[config.mk]
export PLATFORM = sky130hd
export DESIGN_NAME = seq_mult_q
export DESIGN_NICKNAME = d
export VERILOG_FILES = /design/src/rtl/seq_mult_q_pkg.sv /design/src/rtl/seq_mult_q_post.sv /design/src/rtl/seq_mult_q.sv
export SDC_FILE = /design/constraint.sdc
export NUM_CORES = 1
export LEC_CHECK = 0
export CORE_ASPECT_RATIO = 1.4
export CORE_MARGIN = 3
export CORE_UTILIZATION = 30
export CTS_CLUSTER_SIZE = 24
export DETAILED_ROUTE_END_ITERATION = 8
export PLACE_DENSITY = 0.43
export RECOVER_POWER = 25
export SYNTH_ARGS = -nofsm -noshare
export SYNTH_HDL_FRONTEND = slang
export SYNTH_SLANG_ARGS = --single-unit
export TNS_END_PERCENT = 50
[constraint.sdc]
create_clock -name clk -period 3.2 [get_ports clk]
set_input_delay 0.64 -clock clk [delete_from_list [all_inputs] [get_ports clk]]
set_output_delay 0.64 -clock clk [all_outputs]
set_load 0.01 [all_outputs]
[src/rtl/seq_mult_q_pkg.sv]
// Shared types and helpers for the iterative shift-add fixed-point multiplier.
// Holds the controller state encoding and the counter-width function.
package seq_mult_q_pkg;

  typedef enum logic [1:0] {
    IDLE,
    BUSY,
    FIN,
    DONE
  } state_t;

  function automatic int clog2(input int n);
    int r;
    r = 0;
    while ((1 << r) < n) r++;
    return r;
  endfunction

endpackage

[src/rtl/seq_mult_q_post.sv]
// Post-processing of the full-width product: round, scale by FRAC_BITS, then clamp or wrap.
// Purely combinational; the parent registers its outputs.
module seq_mult_q_post
  import seq_mult_q_pkg::*;
#(
  parameter int WIDTH     = 16,
  parameter int FRAC_BITS = 8,
  parameter int OUT_W     = 16,
  parameter int SIGNED    = 0,
  parameter int ROUND     = 0,
  parameter int SAT       = 1
) (
  input  logic [2*WIDTH-1:0] p,
  output logic [OUT_W-1:0]   data,
  output logic               ovf
);

  localparam int PW  = 2 * WIDTH;
  // One guard bit above the product keeps the rounding carry; also wide enough to test OUT_W+1 bits.
  localparam int XW  = (PW > OUT_W) ? PW + 1 : OUT_W + 1;
  localparam int RSH = (FRAC_BITS > 0) ? FRAC_BITS - 1 : 0;
  localparam logic signed [XW-1:0] RND =
    ((ROUND != 0) && (FRAC_BITS > 0)) ? (XW'(1) << RSH) : {XW{1'b0}};

  function automatic logic signed [XW-1:0] round_shift(input logic [PW-1:0] prod);
    logic signed [XW-1:0] pe;
    if (SIGNED != 0) pe = {{(XW-PW){prod[PW-1]}}, prod};
    else             pe = {{(XW-PW){1'b0}}, prod};
    return (pe + RND) >>> FRAC_BITS;
  endfunction

  // Returns {ovf, data}; overflow is detected by the bits above the output range.
  function automatic logic [OUT_W:0] saturate(input logic signed [XW-1:0] r);
    logic             hi_ovf;
    logic             lo_ovf;
    logic [OUT_W-1:0] d;
    if (SIGNED != 0) begin
      hi_ovf = !r[XW-1] && (r[XW-2:OUT_W-1] != '0);
      lo_ovf =  r[XW-1] && (r[XW-2:OUT_W-1] != '1);
    end else begin
      hi_ovf = (r[XW-1:OUT_W] != '0);
      lo_ovf = 1'b0;
    end
    d = r[OUT_W-1:0];
    if ((SAT != 0) && hi_ovf) begin
      if (SIGNED != 0) d = {1'b0, {(OUT_W-1){1'b1}}};
      else             d = {OUT_W{1'b1}};
    end else if ((SAT != 0) && lo_ovf) begin
      d = {1'b1, {(OUT_W-1){1'b0}}};
    end
    return {hi_ovf | lo_ovf, d};
  endfunction

  logic [OUT_W:0] res;

  always_comb begin
    res  = saturate(round_shift(p));
    data = res[OUT_W-1:0];
    ovf  = res[OUT_W];
  end

endmodule

[src/rtl/seq_mult_q.sv]
// Radix-2 shift-add multiplier: magnitudes are multiplied over WIDTH cycles, the sign is
// re-applied in FIN, and the scaled result is held on a valid/ready output.
module seq_mult_q
  import seq_mult_q_pkg::*;
#(
  parameter int WIDTH     = 16,
  parameter int FRAC_BITS = 8,
  parameter int OUT_W     = 16,
  parameter int SIGNED    = 0,
  parameter int ROUND     = 0,
  parameter int SAT       = 1
) (
  input  logic             clk,
  input  logic             rst_n,
  input  logic             in_valid,
  output logic             in_ready,
  input  logic [WIDTH-1:0] a,
  input  logic [WIDTH-1:0] b,
  output logic             out_valid,
  input  logic             out_ready,
  output logic [OUT_W-1:0] out_data,
  output logic             ovf
);

  localparam int PW = 2 * WIDTH;
  localparam int CW = clog2(WIDTH);
  localparam logic [CW-1:0] LAST = CW'(WIDTH - 1);

  state_t state, nstate;

  logic [CW-1:0]           cnt;
  logic [PW-1:0]           mcand_p0;
  logic [WIDTH-1:0]        mplier_p0;
  logic [PW-1:0]           acc_p0;
  logic                    neg_p0;
  logic signed [PW-1:0]    prod_p1;
  logic [OUT_W-1:0]        post_data_p1;
  logic                    post_ovf_p1;

  function automatic logic [WIDTH-1:0] mag(input logic [WIDTH-1:0] x);
    if ((SIGNED != 0) && x[WIDTH-1]) return -x;
    else                             return x;
  endfunction

  assign in_ready  = (state == IDLE);
  assign out_valid = (state == DONE);

  always_ff @(posedge clk or negedge rst_n) begin
    if (!rst_n) state <= IDLE;
    else        state <= nstate;
  end

  always_comb begin
    nstate = state;
    case (state)
      IDLE:    if (in_valid) nstate = BUSY;
      BUSY:    if (cnt == LAST) nstate = FIN;
      FIN:     nstate = DONE;
      DONE:    if (out_ready) nstate = IDLE;
      default: nstate = IDLE;
    endcase
  end

  // Stage p0: operand capture and one shift-add step per BUSY cycle
  always_ff @(posedge clk or negedge rst_n) begin
    if (!rst_n) begin
      cnt       <= '0;
      mcand_p0  <= '0;
      mplier_p0 <= '0;
      acc_p0    <= '0;
      neg_p0    <= 1'b0;
    end else begin
      case (state)
        IDLE: begin
          if (in_valid) begin
            mcand_p0  <= {{WIDTH{1'b0}}, mag(a)};
            mplier_p0 <= mag(b);
            neg_p0    <= (SIGNED != 0) && (a[WIDTH-1] ^ b[WIDTH-1]);
            acc_p0    <= '0;
            cnt       <= '0;
          end
        end
        BUSY: begin
          if (mplier_p0[0]) acc_p0 <= acc_p0 + mcand_p0;
          mcand_p0  <= mcand_p0 << 1;
          mplier_p0 <= mplier_p0 >> 1;
          cnt       <= cnt + 1'b1;
        end
        default: ;
      endcase
    end
  end

  // Stage p1: sign re-applied to the magnitude product, then scaled in FIN
  assign prod_p1 = neg_p0 ? -acc_p0 : acc_p0;

  seq_mult_q_post #(
    .WIDTH    (WIDTH),
    .FRAC_BITS(FRAC_BITS),
    .OUT_W    (OUT_W),
    .SIGNED   (SIGNED),
    .ROUND    (ROUND),
    .SAT      (SAT)
  ) u_post (
    .p   (prod_p1),
    .data(post_data_p1),
    .ovf (post_ovf_p1)
  );

  // Stage p2: result register, held from FIN until the next FIN
  always_ff @(posedge clk or negedge rst_n) begin
    if (!rst_n) begin
      out_data <= '0;
      ovf      <= 1'b0;
    end else if (state == FIN) begin
      out_data <= post_data_p1;
      ovf      <= post_ovf_p1;
    end
  end

endmodule

==> impl_metrics.py, run 1 <==
metrics = {
    "critical_path": {
        "arrival_ns": 3.01,
        "critical_path.slowest_cell": "dfrtp_1",
        "worstPathRequired_ns": 3.41,
        "timing.rr.start": "mcand_p0[0]",
        "cp.depth": 11,
        "crit_chain": "ha_1 -> inv_1 -> fa_1 -> nand2b_1 -> a211o_1 -> nand3_1 -> nand3_2 -> a31oi_1 -> o21ai_0 -> mux2i_1 -> o311ai_0",
        "crit_type": "reg -> reg",
        "cpPeakStageDelay_ns": 0.43,
        "end_kind": "register",
        "path_delay_family": "compound AO/OA/AOI/OAI gates",
        "cp-start-kind": "register",
        "rr_worst_depth": 11,
        "path_max_fanout": 4,
        "reg2reg_slack_ns": 0.40,
        "cp_num_buf_inv": 1,
        "reg2reg_to": "acc_p0[18]",
    },
    "global_route": {
        "grtUsageTotal": 0.146,
        "gr-total-overflow": 0,
        "grt_pass1_wl_mm": 26.0,
        "antenna_found_initial": 0,
        "grt_max_degree": 80,
        "grt_pass1_vias": 4962,
    },
    "clock_tree": {
        "clock_latency_ns": 0.36,
        "cts_max_level": 3,
        "ctsHoldBuffers": 0,
        "clkSlewWorstSetupHoldPaths_ns": 0.08,
        "cts_buffers": 9,
        "cts_root_buf": "clkbuf_16",
        "clock_path_buffers": 2,
        "postCtsSetupRepairBufs": 0,
        "cts_tree": "built",
        "cts.sinks": 103,
        "cts.repair.resized": 0,
    },
    "status": {
        "status": "finished with violations",
        "violations": "max-capacitance violations, max-slew violations",
    },
    "drt": {
        "drc": 0,
        "first_pass_iters": 4,
        "post_drt_wl_per_cell_um": 17.2,
        "via_per_inst": 5.24,
        "drtIter0Drc": 259,
        "vias": 4834,
        "drt.antenna.violating_nets": 0,
        "wl_mm": 15.9,
    },
    "place": {
        "place_ws_ns": 0.302,
        "dp_hpwl_mm": 11.5,
        "io_buffers": 54,
        "gp_congestion": 0.820,
    },
    "finish": {
        "nNetsFinal": 739,
        "multi_input_area_mm2": 0.00327,
        "diodes": 0,
        "regArea_mm2": 0.00258,
        "drive_gt1_frac": 0.0687,
        "areaGrowthSynthToFinish_pct": 17.0,
        "fill_cells": 2008,
    },
    "die": {
        "num_io_pins": 55,
        "core-area_mm2": 0.0199,
        "row_count": 61,
        "fp.dieW_um": 127,
        "dieArea_mm2": 0.0221,
        "die_h_um": 175,
        "start_util": 0.306,
    },
    "min_path": {
        "holdPathEnd": "mplier_p0[3]",
        "hold_path_startpoint": "mplier_p0[3]",
        "hold_depth": 2,
        "hp-class": "reg -> reg",
    },
    "synth": {
        "ys_seq_elements": 103,
        "yosysTopAreaCellShare": 0.422,
        "synth_commonest_cells": "dfrtp_1, nand2_1, o21ai_0, ha_1, mux2i_1",
        "synth.yosys.seq_area_share": 0.422,
        "yosysTopAreaCell": "dfrtp_1",
        "yosys.cell_count.top_type": "dfrtp_1",
        "yosys_warnings": 0,
        "yosys_most_used_dff": "dfrtp_1",
        "synth_edf_count": 0,
        "synth_cells": 628,
        "syn-cell-area_mm2": 0.00610,
        "async_flop_share": 1.00,
        "synthesis.nets": 701,
        "ys_types": 69,
        "synth_area_leaders": "dfrtp_1, ha_1, o21ai_0",
        "synth.avg_cell_area_um2": 9.72,
    },
    "timing": {
        "skew_ns": 0.0115,
        "relSlewSlack": -0.572,
        "tns_ns": 0,
        "setup_slack_ns": 0.398,
        "worst_slew_pin_slew_ns": 2.36,
        "finalCritPeriodShare": 0.876,
        "grt_setup_unrepaired": "false",
        "slew_violations": 41,
        "finalHoldViolCount": 0,
        "finalSetupViolCount": 0,
        "period_minus_slack_ns": 2.80,
        "max_freq_ghz": 0.357,
    },
    "power": {
        "power-per-cell-area_mw_per_mm2": 878,
        "leakage_nw": 3.17,
        "peakVddDrop_mv": 0.325,
    },
    "run": {
        "drv_cap": 1,
    },
}
flip-flops by register name, summed over array words and instances, names as in the netlist:
name and flops:
acc_p0 32, cnt 4, mcand_p0 32, mplier_p0 16, out_data 16, ovf 1
state 2
placed cells by master (no fill, tap or decap), types with 12 or more instances in the layout:
cell,n
dfrtp_1,103
nand2_1,80
o21ai_0,78
clkdlybuf4s50_1,53
ha_1,35
mux2i_1,34
a21oi_1,26
nor2_1,21
a22o_1,19
a21o_1,16
o22a_1,16
inv_1,13
xor2_1,12
worst max path at each step:
stage | startpoint | endpoint | slack, ns
6_report | mcand_p0[0] | acc_p0[18] | 0.40
5_1_grt | mcand_p0[0] | acc_p0[24] | 0.12
4_1_cts | mcand_p0[0] | acc_p0[24] | 0.38
3_5_place_dp | in_valid | acc_p0[29] | 0.30
3_3_place_gp | in_valid | acc_p0[29] | 0.37
2_1_floorplan | mcand_p0[0] | acc_p0[28] | 0.87
cell type report:
type,instances,share of cell area
multi-input combinational,473,0.458
sequential,103,0.361
timing repair buffer,66,0.0880
tap,252,0.0442
clock buffer,9,0.0316
clock inverter,6,0.0107
inverter,13,0.00684
per-stage QoR:
| stage | std cells | utilization | power [mW] | area, um^2 | hold slack, ns |
|---|---|---|---|---|---|
| 4_1_cts | 922 | 0.359 | 6.39 | 7150 | 0.283 |
| 3_3_place_gp | 907 | 0.344 | 5.15 | 6850 | 0.462 |
| 6_report | 922 | 0.358 | 6.27 | 7140 | 0.481 |
| 2_1_floorplan | 628 | - | 4.23 | 6100 | 0.344 |
| 3_5_place_dp | 907 | 0.344 | 5.20 | 6850 | 0.470 |
| 5_1_grt | 922 | 0.358 | 6.81 | 7140 | 0.509 |
report_power, final:
part	switching (mW)	total, mW	internal (mW)
combinational	1.73	2.99	1.26
sequential	0.348	2.11	1.76
clock	0.549	1.17	0.619
worst reg2reg max path, cell delays in order, from the launching register on:
cell and delay, ns:
dfrtp_1 0.43, ha_1 0.23, inv_1 0.06, fa_1 0.39
nand2b_1 0.17, a211o_1 0.29, nand3_1 0.18, nand3_2 0.17
a31oi_1 0.25, o21ai_0 0.15, mux2i_1 0.17, o311ai_0 0.15
logic make-up after synthesis:
group | share of synthesized area
compound gates | 0.243
xor+xnor | 0.0258
fa+ha+maj | 0.0771
buf+inv | 0.0445
flops | 0.422
mux | 0.0576
simple gates | 0.129
metal layers:
metal | vias up | GRT usage | share of wire
li1 | 2389 | - | -
met1 | 2368 | 0.172 | 0.43
met2 | 55 | 0.265 | 0.52
met3 | 22 | 0.0174 | 0.019
met4 | 0 | 0.0631 | 0.031
met5 | - | 0 | 0
Note: power is estimated with default switching activity, not from simulation.
==> inputs of run 2 (changes only) <==
- RECOVER_POWER: 25 -> 100
==> run 2 against run 1 <==
The run still ends with max-capacitance violations, max-slew violations left. Combinational power is 2% lower. Clock power about the same. Cell area decreased by 0.35%. Final cell count unchanged. Non-clock buffer count did not move. Critical path type is now in -> reg.
==> impl_metrics.py, run 2 (synthesized netlist as in run 1, its figures left out) <==
metrics = {
    "timing": {
        "setup_slack_ns": 0.281,
        "finalSetupViolCount": 0,
        "grt_setup_unrepaired": "false",
        "max_freq_ghz": 0.343,
        "tns_ns": 0,
        "hold_ws_ns": 0.478,
        "relSlewSlack": -0.568,
        "skew_ns": 0.0114,
        "slew_violations": 41,
        "finalHoldViolCount": 0,
        "finalCritPeriodShare": 0.912,
        "period_minus_slack_ns": 2.92,
        "worst_slew_pin_slew_ns": 2.35,
    },
    "drt": {
        "first_pass_iters": 4,
        "post_drt_wl_per_cell_um": 17.2,
        "via_per_inst": 5.27,
        "vias": 4857,
        "drt.antenna.violating_nets": 0,
        "wl_mm": 15.9,
        "drtIter0Drc": 244,
        "drc": 0,
    },
    "clock_tree": {
        "cts_max_level": 3,
        "cts.sinks": 103,
        "cts.repair.resized": 0,
        "postCtsSetupRepairBufs": 0,
        "clock_path_buffers": 2,
        "cts_root_buf": "clkbuf_16",
        "ctsHoldBuffers": 0,
        "cts_buffers": 9,
        "clkSlewWorstSetupHoldPaths_ns": 0.08,
        "clock_latency_ns": 0.36,
        "cts_tree": "built",
    },
    "die": {
        "start_util": 0.306,
        "fp.dieW_um": 127,
        "row_count": 61,
        "num_io_pins": 55,
        "core-area_mm2": 0.0199,
        "die_h_um": 175,
        "dieArea_mm2": 0.0221,
    },
    "critical_path": {
        "path_max_fanout": 19,
        "crit_type": "in -> reg",
        "reg2reg_slack_ns": 0.34,
        "cp-start-kind": "primary input",
        "timing.rr.start": "mcand_p0[0]",
        "reg2reg_to": "acc_p0[24]",
        "rr_worst_depth": 11,
        "end_kind": "register",
        "arrival_ns": 3.20,
        "worstPathRequired_ns": 3.48,
    },
    "finish": {
        "diodes": 0,
        "final_common_cell": "dfrtp_1",
        "top_regs": "acc_p0: 32 flops, mcand_p0: 32 flops",
        "nNetsFinal": 739,
        "fill_cells": 2014,
        "final_cell_mix": "dfrtp_1, nand2_1, o21ai_0",
        "drive_gt1_frac": 0.0627,
        "areaGrowthSynthToFinish_pct": 16.6,
    },
    "min_path": {
        "hold_depth": 1,
        "holdPathEnd": "ovf",
        "hold_path_startpoint": "ovf",
        "hp-class": "reg -> reg",
    },
    "place": {
        "io_buffers": 54,
        "dp_hpwl_mm": 11.5,
        "place_ws_ns": 0.302,
        "gp_congestion": 0.820,
    },
    "status": {
        "violations": "max-capacitance violations, max-slew violations",
        "status": "finished with violations",
    },
    "power": {
        "power-per-cell-area_mw_per_mm2": 871,
        "leakage_nw": 3.17,
        "peakVddDrop_mv": 0.349,
    },
    "global_route": {
        "grt_max_degree": 80,
        "grt_pass1_vias": 4962,
        "grtUsageTotal": 0.146,
        "grt_pass1_wl_mm": 26.0,
        "gr-total-overflow": 0,
        "antenna_found_initial": 0,
    },
    "run": {
        "drv_cap": 1,
    },
}
## run 2: cell count changes in the layout (fill, tap and decap cells not counted), moves of 2 or more
cell / delta
clkdlybuf4s50_1: -20
dlygate4sd3_1: +20
buf_4: -4
clkbuf_1: +2
clkbuf_2: +2
## run 2: layout make-up
type	count	area, um^2	share of cell area
clock buffers	9	225	0.0317
clock inverters	6	76.3	0.0107
inverters	13	48.8	0.00686
multi-input cells	473	3250	0.458
flip-flops and latches	103	2580	0.362
well taps	252	315	0.0443
repair buffers	66	616	0.0865
## run 2: worst max path at each step
stage / from / to / cells past startpoint
after floorplan: mcand_p0[0] / acc_p0[28] / 11
after global placement: in_valid / acc_p0[29] / 8
after detailed placement: in_valid / acc_p0[29] / 8
after CTS: mcand_p0[0] / acc_p0[24] / 11
after global routing: mcand_p0[0] / acc_p0[24] / 11
final: in_valid / acc_p0[31] / 9
## run 2: power by group
| part | internal [mW] | leakage [nW] | switching (mW) |
|---|---|---|---|
| Sequential | 1.76 | 1.34 | 0.343 |
| Clock | 0.619 | 0.149 | 0.549 |
| Combinational | 1.20 | 1.68 | 1.72 |
## run 2: per-stage QoR
stage	std cells	utilization	area [um^2]	power [mW]
2_1_floorplan	628	-	6100	4.23
3_3_place_gp	907	0.344	6850	5.15
3_5_place_dp	907	0.344	6850	5.20
4_1_cts	922	0.359	7150	6.39
5_1_grt	922	0.357	7110	6.74
6_report	922	0.357	7110	6.20
## run 2: worst max-delay path: stages
cell and delay [ns]:
dlygate4sd3_1 0.62, nor2b_1 0.07, buf_4 0.16, nor2_2 0.72
nand2_1 0.25, buf_4 0.25, nor3b_1 0.24, a211oi_1 0.11
a31oi_1 0.14
## run 2: routing by layer
layer,track usage,part of all wire
met5,0,0
met4,0.0631,0.031
met3,0.0174,0.020
met2,0.265,0.52
met1,0.172,0.43
==> inputs of run 3 (changes only) <==
- CORE_UTILIZATION: 30 -> 45
- PLACE_DENSITY: 0.43 -> 0.61
==> run 3 against run 2 <==
The flow still finishes with violations (max-capacitance violations, max-slew violations). Combinational power increased by 1%. Clock-buffer cell count did not move. Worst setup slack improved by 0.12 ns. Global-route usage up 6.2 points. First-iteration DRC count decreased by 26%. Maximum frequency increased by 4.2%. Clock power is 8% lower. Power down 1.4%. Largest power group unchanged.
==> impl_metrics.py, run 3 (synthesized netlist as in run 1, its figures left out) <==
metrics = {
    "die": {
        "die_h_um": 144,
        "core-area_mm2": 0.0131,
        "row_count": 49,
        "dieArea_mm2": 0.0150,
        "start_util": 0.467,
        "num_io_pins": 55,
        "fp.dieW_um": 104,
    },
    "drt": {
        "via_per_inst": 5.78,
        "post_drt_wl_per_cell_um": 17.5,
        "drtIter0Drc": 180,
        "drc": 0,
        "drt.antenna.violating_nets": 0,
        "vias": 4922,
        "first_pass_iters": 4,
        "wl_mm": 14.9,
    },
    "power": {
        "power-per-cell-area_mw_per_mm2": 871,
        "comb_power_share": 0.484,
        "power_frac_seq": 0.340,
        "pwr-share-clk": 0.176,
        "switching_share": 0.423,
        "peakVddDrop_mv": 0.468,
        "switching_power_mw": 2.59,
        "p_int_mw": 3.52,
        "leakage_nw": 3.17,
    },
    "critical_path": {
        "crit_chain": "ha_1 -> a211oi_1 -> o21bai_1 -> o211ai_1 -> a21oi_1 -> o21ai_2 -> a21boi_1 -> or3_1 -> a32o_1",
        "crit_end": "acc_p0[19]",
        "cpPeakStageDelay_ns": 0.42,
        "cp-start-kind": "register",
        "rr_worst_depth": 9,
        "cp.depth": 9,
        "cp_num_buf_inv": 0,
        "startpoint": "mcand_p0[1]",
        "end_kind": "register",
        "path_max_fanout": 4,
        "worstPathRequired_ns": 3.44,
        "timing.rr.start": "mcand_p0[1]",
        "reg2reg_slack_ns": 0.40,
        "arrival_ns": 3.04,
        "path_delay_family": "compound AO/OA/AOI/OAI gates",
        "reg2reg_to": "acc_p0[19]",
        "crit_type": "reg -> reg",
        "critical_path.slowest_cell": "dfrtp_1",
    },
    "clock_tree": {
        "clock_latency_ns": 0.35,
        "postCtsSetupRepairBufs": 0,
        "cts_root_buf": "clkbuf_16",
        "clock_path_buffers": 2,
        "cts_max_level": 3,
        "ctsHoldBuffers": 0,
        "cts_buffers": 9,
        "cts.sinks": 103,
        "cts.repair.resized": 0,
        "cts_tree": "built",
        "clkSlewWorstSetupHoldPaths_ns": 0.08,
    },
    "timing": {
        "max_freq_ghz": 0.357,
        "slew_violations": 46,
        "finalCritPeriodShare": 0.875,
        "grt_setup_unrepaired": "false",
        "tns_ns": 0,
        "worst_slew_pin_slew_ns": 2.48,
        "finalSetupViolCount": 0,
        "period_minus_slack_ns": 2.80,
        "finalHoldViolCount": 0,
        "setup_slack_ns": 0.398,
        "skew_ns": 0.0100,
        "relSlewSlack": -0.650,
    },
    "finish": {
        "final_cell_mix": "dfrtp_1, nand2_1, o21ai_0",
        "areaGrowthSynthToFinish_pct": 15.0,
        "finalNonFillerCells": 851,
        "nNetsFinal": 741,
        "diodes": 0,
        "top_regs": "acc_p0: 32 flops, mcand_p0: 32 flops",
        "drive_gt1_frac": 0.0624,
        "fill_cells": 1250,
        "utilization": 0.537,
        "final_common_cell": "dfrtp_1",
    },
    "global_route": {
        "grt_max_degree": 80,
        "grt_pass1_wl_mm": 25.2,
        "antenna_found_initial": 0,
        "grt_pass1_vias": 5094,
        "grtUsageTotal": 0.208,
        "gr-total-overflow": 0,
    },
    "place": {
        "io_buffers": 54,
        "dpl.cell_count": 835,
        "place_ws_ns": 0.595,
        "dp_hpwl_mm": 10.9,
        "gp_congestion": 0.897,
    },
    "min_path": {
        "hp-class": "reg -> reg",
    },
    "status": {
        "status": "finished with violations",
        "violations": "max-capacitance violations, max-slew violations",
    },
    "run": {
        "drv_cap": 1,
    },
}
-- run 3: cell type report --
type	count	area, um^2	area share
Multi-Input combinational cell	473	3240	0.462
Timing Repair Buffer	68	633	0.0902
Clock buffer	9	225	0.0321
Inverter	13	48.8	0.00696
Sequential cell	103	2580	0.367
Clock inverter	7	63.8	0.00910
Tap cell	178	223	0.0317
-- run 3: worst min-delay path by stage --
stage / from / end / slack [ns] / cells after the start
global placement: ovf / ovf / 0.46 / 1
detailed placement: ovf / ovf / 0.47 / 1
floorplan: rst_n / acc_p0[0] / 0.34 / 0
finish: ovf / ovf / 0.47 / 1
global route: ovf / ovf / 0.49 / 1
CTS: rst_n / mcand_p0[21] / 0.30 / 1
-- run 3: worst reg2reg max path, cell delays in order, from the launching register on --
cell	delay [ns]
dfrtp_1	0.42
ha_1	0.32
a211oi_1	0.35
o21bai_1	0.20
o211ai_1	0.33
a21oi_1	0.25
o21ai_2	0.19
a21boi_1	0.09
or3_1	0.30
a32o_1	0.24
-- run 3: power groups by stage --
stage,logic (mW),registers (mW),clock network (mW)
final,2.96,2.07,1.08
after global routing,3.31,2.14,1.16
after CTS,3.11,2.09,1.12
after detailed placement,3.09,2.11,0
after global placement,3.02,2.10,0
after floorplan,2.16,2.07,0
-- run 3: through the flow --
step | cell area (um^2) | hold slack, ns | total power [mW]
2_1_floorplan | 6100 | 0.344 | 4.23
4_1_cts | 7070 | 0.298 | 6.31
5_1_grt | 7020 | 0.491 | 6.62
3_5_place_dp | 6780 | 0.466 | 5.21
6_report | 7020 | 0.473 | 6.11
3_3_place_gp | 6780 | 0.461 | 5.12
-- run 3: routing by layer --
| layer | routed length, um | global-route usage | up-vias |
|---|---|---|---|
| li1 | - | - | 2394 |
| met4 | 535 | 0.0889 | 0 |
| met5 | 0 | 0 | - |
| met3 | 437 | 0.0342 | 35 |
| met1 | 6020 | 0.237 | 2389 |
| met2 | 7860 | 0.384 | 104 |
